===== config.mk =====
export PLATFORM = sky130hd
export DESIGN_NAME = fsmc_cfg_receiver_flat
export DESIGN_NICKNAME = d
export VERILOG_FILES = /design/src/rtl/fsmc_cfg_receiver_if.sv /design/src/rtl/fsmc_cfg_receiver.sv /design/src/flat_wrapper.sv
export SDC_FILE = /design/constraint.sdc
export NUM_CORES = 1
export LEC_CHECK = 0
export ABC_AREA = 1
export BUFFER_PORTS_ARGS = -buffer_cell sky130_fd_sc_hd__buf_2
export CAP_MARGIN = 20
export CORE_MARGIN = 5
export CORE_UTILIZATION = 45
export CTS_BUF_LIST = sky130_fd_sc_hd__clkbuf_2
export CTS_CLUSTER_SIZE = 24
export DETAILED_ROUTE_END_ITERATION = 6
export PLACE_DENSITY = 0.65
export SKIP_LAST_GASP = 1
export SLEW_MARGIN = 20
export SYNTH_ARGS = -nofsm -noshare
export SYNTH_HDL_FRONTEND = slang
export SYNTH_SLANG_ARGS = --single-unit

===== constraint.sdc =====
create_clock -name clk_80mhz -period 2.37 [get_ports clk_80mhz]
set_input_delay 0.237 -clock clk_80mhz [delete_from_list [all_inputs] [get_ports clk_80mhz]]
set_output_delay 0.237 -clock clk_80mhz [all_outputs]
set_load 0.02 [all_outputs]

===== src/rtl/fsmc_cfg_receiver_if.sv =====
// FSMC write-side bus from the MCU: chip select, write enable, word address and write data.
// All signals are asynchronous to the FPGA clock.
interface fsmc_cfg_receiver_if #(
  parameter int unsigned ADDR_W = 3
);
  logic              FPGA_NE;
  logic              FPGA_WE;
  logic [ADDR_W-1:0] FSMC_A;
  logic [15:0]       FSMC_D_IN;

  modport master (output FPGA_NE, output FPGA_WE, output FSMC_A, output FSMC_D_IN);
  modport slave  (input  FPGA_NE, input  FPGA_WE, input  FSMC_A, input  FSMC_D_IN);
endinterface


===== src/rtl/fsmc_cfg_receiver.sv =====
// FSMC MCU->FPGA write path: synchronises asynchronous write cycles into a staging bank and,
// on a validated START, copies staging into the active bank with a one-cycle start strobe.
module fsmc_cfg_receiver #(
  parameter int unsigned ADDR_W      = 3,
  parameter int unsigned DEF_PSTART  = 6400000,
  parameter int unsigned DEF_PWIDTH  = 10,
  parameter int unsigned DEF_PPERIOD = 23,
  parameter int unsigned DEF_PCOUNT  = 2,
  parameter int unsigned MAX_CAPLEN  = 15000
) (
  input  logic                      clk_80mhz,
  input  logic                      rst,
  fsmc_cfg_receiver_if.slave        bus,
  input  logic                      meas_active,
  output logic [23:0]               pstart,
  output logic [7:0]                pwidth,
  output logic [7:0]                pperiod,
  output logic [3:0]                pcount,
  output logic [13:0]               cap_len,
  output logic                      start_strb,
  output logic                      abort_strb,
  output logic [7:0]                cfg_seq,
  output logic [7:0]                err_cnt
);

  typedef enum logic [1:0] {IDLE, WR_LOW, COMMIT, CHECK} state_t;

  state_t            state_q, state_d;
  logic              ne_m_q, ne_m_d, ne_s_q, ne_s_d;
  logic              we_m_q, we_m_d, we_s_q, we_s_d, we_p_q, we_p_d;
  logic [1:0]        flush_q, flush_d;
  logic              ready_q, ready_d, armed_q, armed_d;
  logic [ADDR_W-1:0] addr_q, addr_d;
  logic [15:0]       data_q, data_d;
  logic              ctrl_start_q, ctrl_start_d, ctrl_abort_q, ctrl_abort_d;
  logic [23:0]       stg_pstart_q, stg_pstart_d, act_pstart_q, act_pstart_d;
  logic [7:0]        stg_pwidth_q, stg_pwidth_d, act_pwidth_q, act_pwidth_d;
  logic [7:0]        stg_pperiod_q, stg_pperiod_d, act_pperiod_q, act_pperiod_d;
  logic [3:0]        stg_pcount_q, stg_pcount_d, act_pcount_q, act_pcount_d;
  logic [13:0]       stg_caplen_q, stg_caplen_d, act_caplen_q, act_caplen_d;
  logic              start_strb_q, start_strb_d, abort_strb_q, abort_strb_d;
  logic [7:0]        cfg_seq_q, cfg_seq_d, err_cnt_q, err_cnt_d;
  logic              reject;

  function automatic logic [7:0] sat_inc(input logic [7:0] v);
    return (v == 8'hFF) ? v : v + 8'd1;
  endfunction

  assign reject = meas_active || (stg_pwidth_q == '0) || (stg_pperiod_q <= stg_pwidth_q) ||
                  (stg_pcount_q == '0) || (stg_caplen_q == '0) ||
                  (stg_caplen_q > 14'(MAX_CAPLEN));

  always_comb begin
    state_d       = state_q;
    ne_m_d        = bus.FPGA_NE;
    ne_s_d        = ne_m_q;
    we_m_d        = bus.FPGA_WE;
    we_s_d        = we_m_q;
    we_p_d        = we_s_q;
    flush_d       = {flush_q[0], 1'b1};
    // Arming waits until a genuine high WE is seen after the synchronisers flush,
    // so a WE held low through reset release cannot look like a fresh write.
    ready_d       = ready_q || ((flush_q == 2'b11) && we_s_q);
    armed_d       = armed_q;
    addr_d        = addr_q;
    data_d        = data_q;
    ctrl_start_d  = ctrl_start_q;
    ctrl_abort_d  = ctrl_abort_q;
    stg_pstart_d  = stg_pstart_q;
    stg_pwidth_d  = stg_pwidth_q;
    stg_pperiod_d = stg_pperiod_q;
    stg_pcount_d  = stg_pcount_q;
    stg_caplen_d  = stg_caplen_q;
    act_pstart_d  = act_pstart_q;
    act_pwidth_d  = act_pwidth_q;
    act_pperiod_d = act_pperiod_q;
    act_pcount_d  = act_pcount_q;
    act_caplen_d  = act_caplen_q;
    start_strb_d  = 1'b0;
    abort_strb_d  = 1'b0;
    cfg_seq_d     = cfg_seq_q;
    err_cnt_d     = err_cnt_q;

    if (!we_s_q && !ne_s_q) begin
      addr_d = bus.FSMC_A;
      data_d = bus.FSMC_D_IN;
    end

    unique case (state_q)
      IDLE: begin
        if (ready_q && we_p_q && !we_s_q && !ne_s_q) begin
          armed_d = 1'b1;
          state_d = WR_LOW;
        end
      end
      WR_LOW: begin
        if (we_s_q) begin
          state_d = COMMIT;
          if (armed_q) begin
            armed_d      = 1'b0;
            ctrl_start_d = 1'b0;
            ctrl_abort_d = 1'b0;
            case (addr_q)
              ADDR_W'(0): begin
                ctrl_start_d = data_q[0];
                ctrl_abort_d = data_q[1];
              end
              ADDR_W'(1): stg_pstart_d[15:0]  = data_q;
              ADDR_W'(2): stg_pstart_d[23:16] = data_q[7:0];
              ADDR_W'(3): stg_pwidth_d        = data_q[7:0];
              ADDR_W'(4): stg_pperiod_d       = data_q[7:0];
              ADDR_W'(5): stg_pcount_d        = data_q[3:0];
              ADDR_W'(6): stg_caplen_d        = data_q[13:0];
              default:    err_cnt_d           = sat_inc(err_cnt_q);
            endcase
          end
        end
      end
      COMMIT: begin
        state_d = (addr_q == '0) ? CHECK : IDLE;
      end
      CHECK: begin
        state_d = IDLE;
        if (ctrl_abort_q) begin
          abort_strb_d = 1'b1;
        end else if (ctrl_start_q) begin
          if (reject) begin
            err_cnt_d = sat_inc(err_cnt_q);
          end else begin
            act_pstart_d  = stg_pstart_q;
            act_pwidth_d  = stg_pwidth_q;
            act_pperiod_d = stg_pperiod_q;
            act_pcount_d  = stg_pcount_q;
            act_caplen_d  = stg_caplen_q;
            start_strb_d  = 1'b1;
            cfg_seq_d     = cfg_seq_q + 8'd1;
          end
        end
      end
      default: state_d = IDLE;
    endcase
  end

  always_ff @(posedge clk_80mhz) begin
    if (rst) begin
      state_q       <= IDLE;
      ne_m_q        <= 1'b1;
      ne_s_q        <= 1'b1;
      we_m_q        <= 1'b1;
      we_s_q        <= 1'b1;
      we_p_q        <= 1'b1;
      flush_q       <= '0;
      ready_q       <= 1'b0;
      armed_q       <= 1'b0;
      addr_q        <= '0;
      data_q        <= '0;
      ctrl_start_q  <= 1'b0;
      ctrl_abort_q  <= 1'b0;
      stg_pstart_q  <= 24'(DEF_PSTART);
      stg_pwidth_q  <= 8'(DEF_PWIDTH);
      stg_pperiod_q <= 8'(DEF_PPERIOD);
      stg_pcount_q  <= 4'(DEF_PCOUNT);
      stg_caplen_q  <= 14'(MAX_CAPLEN);
      act_pstart_q  <= 24'(DEF_PSTART);
      act_pwidth_q  <= 8'(DEF_PWIDTH);
      act_pperiod_q <= 8'(DEF_PPERIOD);
      act_pcount_q  <= 4'(DEF_PCOUNT);
      act_caplen_q  <= 14'(MAX_CAPLEN);
      start_strb_q  <= 1'b0;
      abort_strb_q  <= 1'b0;
      cfg_seq_q     <= '0;
      err_cnt_q     <= '0;
    end else begin
      state_q       <= state_d;
      ne_m_q        <= ne_m_d;
      ne_s_q        <= ne_s_d;
      we_m_q        <= we_m_d;
      we_s_q        <= we_s_d;
      we_p_q        <= we_p_d;
      flush_q       <= flush_d;
      ready_q       <= ready_d;
      armed_q       <= armed_d;
      addr_q        <= addr_d;
      data_q        <= data_d;
      ctrl_start_q  <= ctrl_start_d;
      ctrl_abort_q  <= ctrl_abort_d;
      stg_pstart_q  <= stg_pstart_d;
      stg_pwidth_q  <= stg_pwidth_d;
      stg_pperiod_q <= stg_pperiod_d;
      stg_pcount_q  <= stg_pcount_d;
      stg_caplen_q  <= stg_caplen_d;
      act_pstart_q  <= act_pstart_d;
      act_pwidth_q  <= act_pwidth_d;
      act_pperiod_q <= act_pperiod_d;
      act_pcount_q  <= act_pcount_d;
      act_caplen_q  <= act_caplen_d;
      start_strb_q  <= start_strb_d;
      abort_strb_q  <= abort_strb_d;
      cfg_seq_q     <= cfg_seq_d;
      err_cnt_q     <= err_cnt_d;
    end
  end

  assign pstart     = act_pstart_q;
  assign pwidth     = act_pwidth_q;
  assign pperiod    = act_pperiod_q;
  assign pcount     = act_pcount_q;
  assign cap_len    = act_caplen_q;
  assign start_strb = start_strb_q;
  assign abort_strb = abort_strb_q;
  assign cfg_seq    = cfg_seq_q;
  assign err_cnt    = err_cnt_q;

endmodule


===== src/flat_wrapper.sv =====
// flat-port wrapper written by rule: the top's interface ports become plain ports
module fsmc_cfg_receiver_flat 
#(
  parameter int unsigned ADDR_W      = 3,
  parameter int unsigned DEF_PSTART  = 6400000,
  parameter int unsigned DEF_PWIDTH  = 10,
  parameter int unsigned DEF_PPERIOD = 23,
  parameter int unsigned DEF_PCOUNT  = 2,
  parameter int unsigned MAX_CAPLEN  = 15000
)
  (clk_80mhz, rst, meas_active, pstart, pwidth, pperiod, pcount, cap_len, start_strb, abort_strb, cfg_seq, err_cnt, bus_FPGA_NE, bus_FPGA_WE, bus_FSMC_A, bus_FSMC_D_IN);
  fsmc_cfg_receiver_if #(.ADDR_W(ADDR_W)) bus_i ();
  input  logic clk_80mhz;
  input  logic rst;
  input  logic meas_active;
  output logic [23:0] pstart;
  output logic [7:0] pwidth;
  output logic [7:0] pperiod;
  output logic [3:0] pcount;
  output logic [13:0] cap_len;
  output logic start_strb;
  output logic abort_strb;
  output logic [7:0] cfg_seq;
  output logic [7:0] err_cnt;
  input wire logic [$bits(bus_i.FPGA_NE)-1:0] bus_FPGA_NE;
  input wire logic [$bits(bus_i.FPGA_WE)-1:0] bus_FPGA_WE;
  input wire logic [$bits(bus_i.FSMC_A)-1:0] bus_FSMC_A;
  input wire logic [$bits(bus_i.FSMC_D_IN)-1:0] bus_FSMC_D_IN;
  assign bus_i.FPGA_NE = bus_FPGA_NE;
  assign bus_i.FPGA_WE = bus_FPGA_WE;
  assign bus_i.FSMC_A = bus_FSMC_A;
  assign bus_i.FSMC_D_IN = bus_FSMC_D_IN;
  fsmc_cfg_receiver #(.ADDR_W(ADDR_W), .DEF_PSTART(DEF_PSTART), .DEF_PWIDTH(DEF_PWIDTH), .DEF_PPERIOD(DEF_PPERIOD), .DEF_PCOUNT(DEF_PCOUNT), .MAX_CAPLEN(MAX_CAPLEN)) u_core (.clk_80mhz(clk_80mhz), .rst(rst), .bus(bus_i), .meas_active(meas_active), .pstart(pstart), .pwidth(pwidth), .pperiod(pperiod), .pcount(pcount), .cap_len(cap_len), .start_strb(start_strb), .abort_strb(abort_strb), .cfg_seq(cfg_seq), .err_cnt(err_cnt));
endmodule

Word level (Yosys, flattened, before mapping)

Index checks and enable logic that the tools add are counted.

Register bits: 166
Output and inout bits: 76
Logic and storage cells: 109

Add/subtract/negate cells: 2
Order comparisons: 2
Equality and inequality tests: 18
Muxes and demuxes: 20
Bitwise operators: 4
Reductions and logical operators: 34

Operators with widths:

| cell                   | count |
|---|---|
| $mux W8                | 7 |
| $reduce_and A4 Y1      | 7 |
| $add A8 B1 Y8 const B  | 2 |
| $pmux W8 S2            | 1 |
| $gt A14 B14 Y1 const B | 1 |
| $logic_not A14 Y1      | 1 |
| $ne A2 B1 Y1 const B   | 5 |
| $eq A3 B3 Y1 const B   | 3 |
| $eq A8 B8 Y1 const B   | 1 |
| $le A8 B8 Y1           | 1 |
| $logic_not A8 Y1       | 1 |
| $pmux W2 S4            | 1 |
| $mux W1                | 7 |
| $reduce_and A7 Y1      | 1 |
| $reduce_or A7 Y1       | 1 |
| $eq A2 B2 Y1 const B   | 3 |
| $eq A3 B2 Y1 const B   | 2 |
| $logic_or A1 B1 Y1     | 6 |
| $mux W2                | 3 |
| $reduce_and A3 Y1      | 2 |
| $logic_and A1 B1 Y1    | 5 |
| $logic_not A4 Y1       | 1 |
| $ne A2 B2 Y1 const B   | 2 |
| $not A1 Y1             | 4 |
| 10 further kinds       | 12 |

Depth between registers and ports, before layout

Depth in word-level cells: 10
Depth in mapped cells: 15
Mapped depth without buffers: 14

Worst setup path before layout

Ideal clock, no wire load.

Path kind: reg2reg
Start: register u_core.stg_pwidth_q[7]
End: register u_core.act_caplen_q[11], in the netlist u_core.cap_len[11]
Setup time: 0.141 ns
Data arrival time: 1.774 ns
Data required time: 2.229 ns
Path slack: 0.455 ns
Cell stages (with the launch flop): 14
Path buffers: 3
Period minus slack after synthesis: 1.915 ns
Path through: dfxtp_1 inv_1 ha_1 nand2_1 nor2_1 nand2_1 nand3_1 nor2_1 and2_1 buf_4 nand3_4 buf_2 buf_6 o211ai_2

Word-level cells in the longest chain between the ends: 8
Elaborated cells between the ends (all ways): 9
Those cells by class: 1 x order compare; 1 x bitwise; 7 x reduce/logical

RTL lines:

| item                                                 | line                     | source |
|---|---|---|
| start: declaration                                   | fsmc_cfg_receiver.sv:37  | `logic [7:0] stg_pwidth_q, stg_pwidth_d, act_pwidth_q, act_pwidth_d;` |
| start signal: assignment                             | fsmc_cfg_receiver.sv:160 | `stg_pwidth_q <= 8'(DEF_PWIDTH);` |
| start signal: assignment                             | fsmc_cfg_receiver.sv:188 | `stg_pwidth_q <= stg_pwidth_d;` |
| branches (longest 2 deep; another with $le A8 B8 Y1) | --                       |  |
| $logic_or A1 B1 Y1 * (2 in a row)                    | fsmc_cfg_receiver.sv:49  | `assign reject = meas_active \|\| (stg_pwidth_q == '0) \|\| (stg_pperiod_q <= stg_pwidth_q) \|\|` |
| $logic_or A1 B1 Y1 * (2 in a row)                    | fsmc_cfg_receiver.sv:50  | `(stg_pcount_q == '0) \|\| (stg_caplen_q == '0) \|\|` |
| $not A1 Y1 (no line) *                               | --                       |  |
| $reduce_and A4 Y1 (no line) *                        | --                       |  |
| end signal: assignment                               | fsmc_cfg_receiver.sv:168 | `act_caplen_q <= 14'(MAX_CAPLEN);` |
| end signal: assignment                               | fsmc_cfg_receiver.sv:196 | `act_caplen_q <= act_caplen_d;` |
| end: declaration                                     | fsmc_cfg_receiver.sv:40  | `logic [13:0] stg_caplen_q, stg_caplen_d, act_caplen_q, act_caplen_d;` |

Every way passes the cells marked *.
A chain may end at the register's enable or synchronous reset.

Worst setup path in the final report

Start: register u_core.stg_pwidth_q[3]
End: register u_core.act_pperiod_q[7], in the netlist u_core.pperiod[7]

Word-level cells in the longest chain between the ends: 8
Elaborated cells between the ends (all ways): 9
Those cells by class: 1 x order compare; 1 x bitwise; 7 x reduce/logical

RTL lines:

| item                                                 | line                     | source |
|---|---|---|
| branches (longest 2 deep; another with $le A8 B8 Y1) | --                       |  |
| $logic_or A1 B1 Y1 * (2 in a row)                    | fsmc_cfg_receiver.sv:49  |  |
| $logic_or A1 B1 Y1 * (2 in a row)                    | fsmc_cfg_receiver.sv:50  |  |
| $not A1 Y1 (no line) *                               | --                       |  |
| $reduce_and A4 Y1 (no line) *                        | --                       |  |
| end signal: assignment                               | fsmc_cfg_receiver.sv:166 | `act_pperiod_q <= 8'(DEF_PPERIOD);` |
| end signal: assignment                               | fsmc_cfg_receiver.sv:194 | `act_pperiod_q <= act_pperiod_d;` |
| end: declaration                                     | fsmc_cfg_receiver.sv:38  | `logic [7:0] stg_pperiod_q, stg_pperiod_d, act_pperiod_q, act_pperiod_d;` |

Marked as above.

==> results.toml <==
[critical_path]
reg2reg_depth = 11
cp-end-kind = "flip-flop"
r2r_slack_ps = 290
path_max_fanout = 26
cp-startpoint = "u_core.stg_pwidth_q[3]"
cp.required_ps = 3030
cp-endpoint = "u_core.pperiod[7]"
path_class = "flip-flop to flip-flop"
rr_endpoint = "u_core.pperiod[7]"
cp-start-kind = "flip-flop"
reg2reg_from = "u_core.stg_pwidth_q[3]"
arrival_ps = 2750

[logic_synthesis]
async_reset_ff_frac = 0
ys_seq_elements = 166
synth_cell_type_count = 34
yosysSeqAreaShare = 0.499
synth_compound_area_frac = 0.168
synth_commonest_cells = "166 x dfxtp_1, 140 x nand2_1, 123 x nor2_1"
synth_nets = 866
synth-adder-area-share = 0.0188
synthCells = 832
synth_top_family_by_area = "simple AND/OR/NAND/NOR gates"
synth_area_leaders = "dfxtp_1 50%, nand2_1 7.9%, nor2_1 6.9%"
ys_warn_count = 0
synth_top_cell_by_area = "dfxtp_1"
synthMuxAreaShare = 0
avgSynthCellArea_sq_um = 8.01
yosys.area_share.xor_xnor = 0.00920
ys.flop_type = "dfxtp_1"
synth_edf_count = 0
syn_area_sq_um = 6660
synthSimpleGateAreaFrac = 0.236
synth.most_common_cell = "dfxtp_1"
yosysTopAreaCellShare = 0.499

[cells_and_area]
syn2layout_area_growth_pct = 16.8
postLayoutCellArea_sq_um = 7780
final_util = 0.535
num-nets-final = 971
fin_cells = 1133
n_fill_cell = 1477
drive_above_1_share = 0.189

[outcome]
outcome = "finished, final reports clean"

[die]
num_rows = 44
die_h_microns = 132
dieArea_sq_um = 17300
core_sq_um = 14500
floorplan.initialDensity = 0.458
die_w_microns = 132
ios = 100

[drt]
dr.pass1.iters = 4
drc = 0
vias = 5816
ant_nets = 0
wl_mm = 16.7
avgViaCountPerCell = 5.13
drt_iter0_markers = 377
wl_per_cell_microns = 14.7

[sta]
setup_viol = 0
tightest_slew_ps = 706
fmaxAchievable_mhz = 480
slew_viol_final = 0
fin_crit_ps = 2080
finalHoldViolCount = 0
relSlewSlack = 0.529
rsz0062_at_grt = "no"
finalClockSkew_ps = 37.0
fin_crit_sh = 0.880
setup_tns_ps = 0

[min_path]
hold_depth = 3
hold_path.class = "primary input to flip-flop"

[placement]
gp_congestion = 0.869
hpwl_mm = 11.3
place_area_sq_um = 7330
dp.cells = 1080
port-buffer-count = 99

[pwr]
p_leak_nw = 3.49
peakVddDrop_v = 0.000502
total_power_w = 0.00447
powerDensity_nw_per_um2 = 574

[cts]
cts_htree_levels = 4
numCtsBuffers = 17
cts-root-buf = "clkbuf_2"
insertion_delay_ps = 750
post_cts_buffers = 0
clk_path_buf_depth = 2
path_clk_slew_ps = 220
clock-sinks = 166
tritoncts = "done"

[flow_run]
maxCapViolCount = 0

[global_routing]
track_usage = 0.196
grt_pass1_wl_mm = 28.1
grt.overflow.total = 0
antenna_found_initial = 1
grt_pass1_vias = 5588
grt_max_degree = 57
==> placed cells by master (no fill, tap or decap), drive strengths merged, types with 17 or more instances in the layout <==
cell type / netlist / routed
nor2: 124 / 124
dfxtp: 166 / 166
o21ai: 59 / 59
clkbuf: 29 / 17
inv: 59 / 59
o211ai: 40 / 40
nand4: 53 / 53
nand3: 20 / 20
dlygate4sd3: 0 / 22
buf: 23 / 116
a21oi: 79 / 79
nand2: 140 / 140
==> cells by family (layout without fill, tap and decap cells) <==
group                    Yosys count  count (layout)
AND/OR/NAND/NOR                  354             354
flip-flops                       166             166
adder cells (fa/ha/maj)           10              10
AO/OA/AOI/OAI                    182             182
XOR/XNOR                           7               7
other                              0               1
buffers and inverters            113             229
==> area by class of cell <==
class	count	area, sq um	share of cell area
clock inverter	13	140	0.0180
multi-input combinational	553	2880	0.370
sequential	166	3320	0.427
timing repair buffer	138	893	0.115
antenna	1	2.50	0.000322
tap	184	230	0.0296
clock buffer	17	85.1	0.0109
inverter	61	229	0.0294
==> metal layers <==
metal	vias to the layer above	GRT usage	wire, microns
met1	2676	0.272	8130
li1	3007	-	-
met3	22	0.0417	640
met4	0	0.0760	403
met2	111	0.301	7490
met5	-	0	0
==> how the worst min path moves through the flow <==
| stage | startpoint | endpoint | slack [ps] |
|---|---|---|---|
| finish | bus_FPGA_WE | u_core.we_m_q | 200 |
| global route | bus_FPGA_WE | u_core.we_m_q | 110 |
| CTS | bus_FPGA_WE | u_core.we_m_q | 130 |
| detailed placement | u_core.ne_m_q | u_core.ne_s_q | 410 |
| global placement | u_core.flush_q[0] | u_core.flush_q[1] | 410 |
| floorplan | bus_FPGA_NE | u_core.ne_m_q | 340 |
==> critical path, stage by stage (launching register included) <==
cell and delay, ps:
dfxtp_1 350, inv_1 130, ha_1 270, nand2_1 90, nor2_1 50, nand2_1 60
nand3_1 80, nor2_1 130, and2_1 240, buf_4 320, nand4_1 140, a21oi_1 160
==> sequential cells by signal, summed over array words and instances (netlist names), 2 cells and up <==
name                  cells
u_core.state_q            2
u_core.data_q            16
u_core.stg_pstart_q      24
u_core.pstart            24
u_core.pcount             4
u_core.cfg_seq            8
u_core.pperiod            8
u_core.stg_pcount_q       4
u_core.stg_pwidth_q       8
u_core.stg_caplen_q      14
u_core.pwidth             8
u_core.err_cnt            8
u_core.flush_q            2
u_core.addr_q             3
u_core.cap_len           14
u_core.stg_pperiod_q      8
==> through the flow <==
step / setup WS, ps / hold WS [ps]
2_1_floorplan: 455 / 341
3_3_place_gp: 159 / 413
3_5_place_dp: 126 / 411
4_1_cts: 104 / 131
5_1_grt: 27.0 / 113
6_report: 285 / 201
==> power by group <==
| group | leakage (nW) | internal (W) | switching [W] | total (W) |
|---|---|---|---|---|
| logic | 2.01 | 0.0000611 | 0.0000862 | 0.000147 |
| clock network | 0.135 | 0.000554 | 0.000950 | 0.00150 |
| registers | 1.34 | 0.00281 | 0.0000109 | 0.00282 |
==> repair_timing <==
action                                 CTS  global route
endpoints found under the hold margin   39             0
setup endpoints to repair                0            19
hold buffers                            22             0
gates resized for setup                  0             1
(Power assumes the default switching activity.)
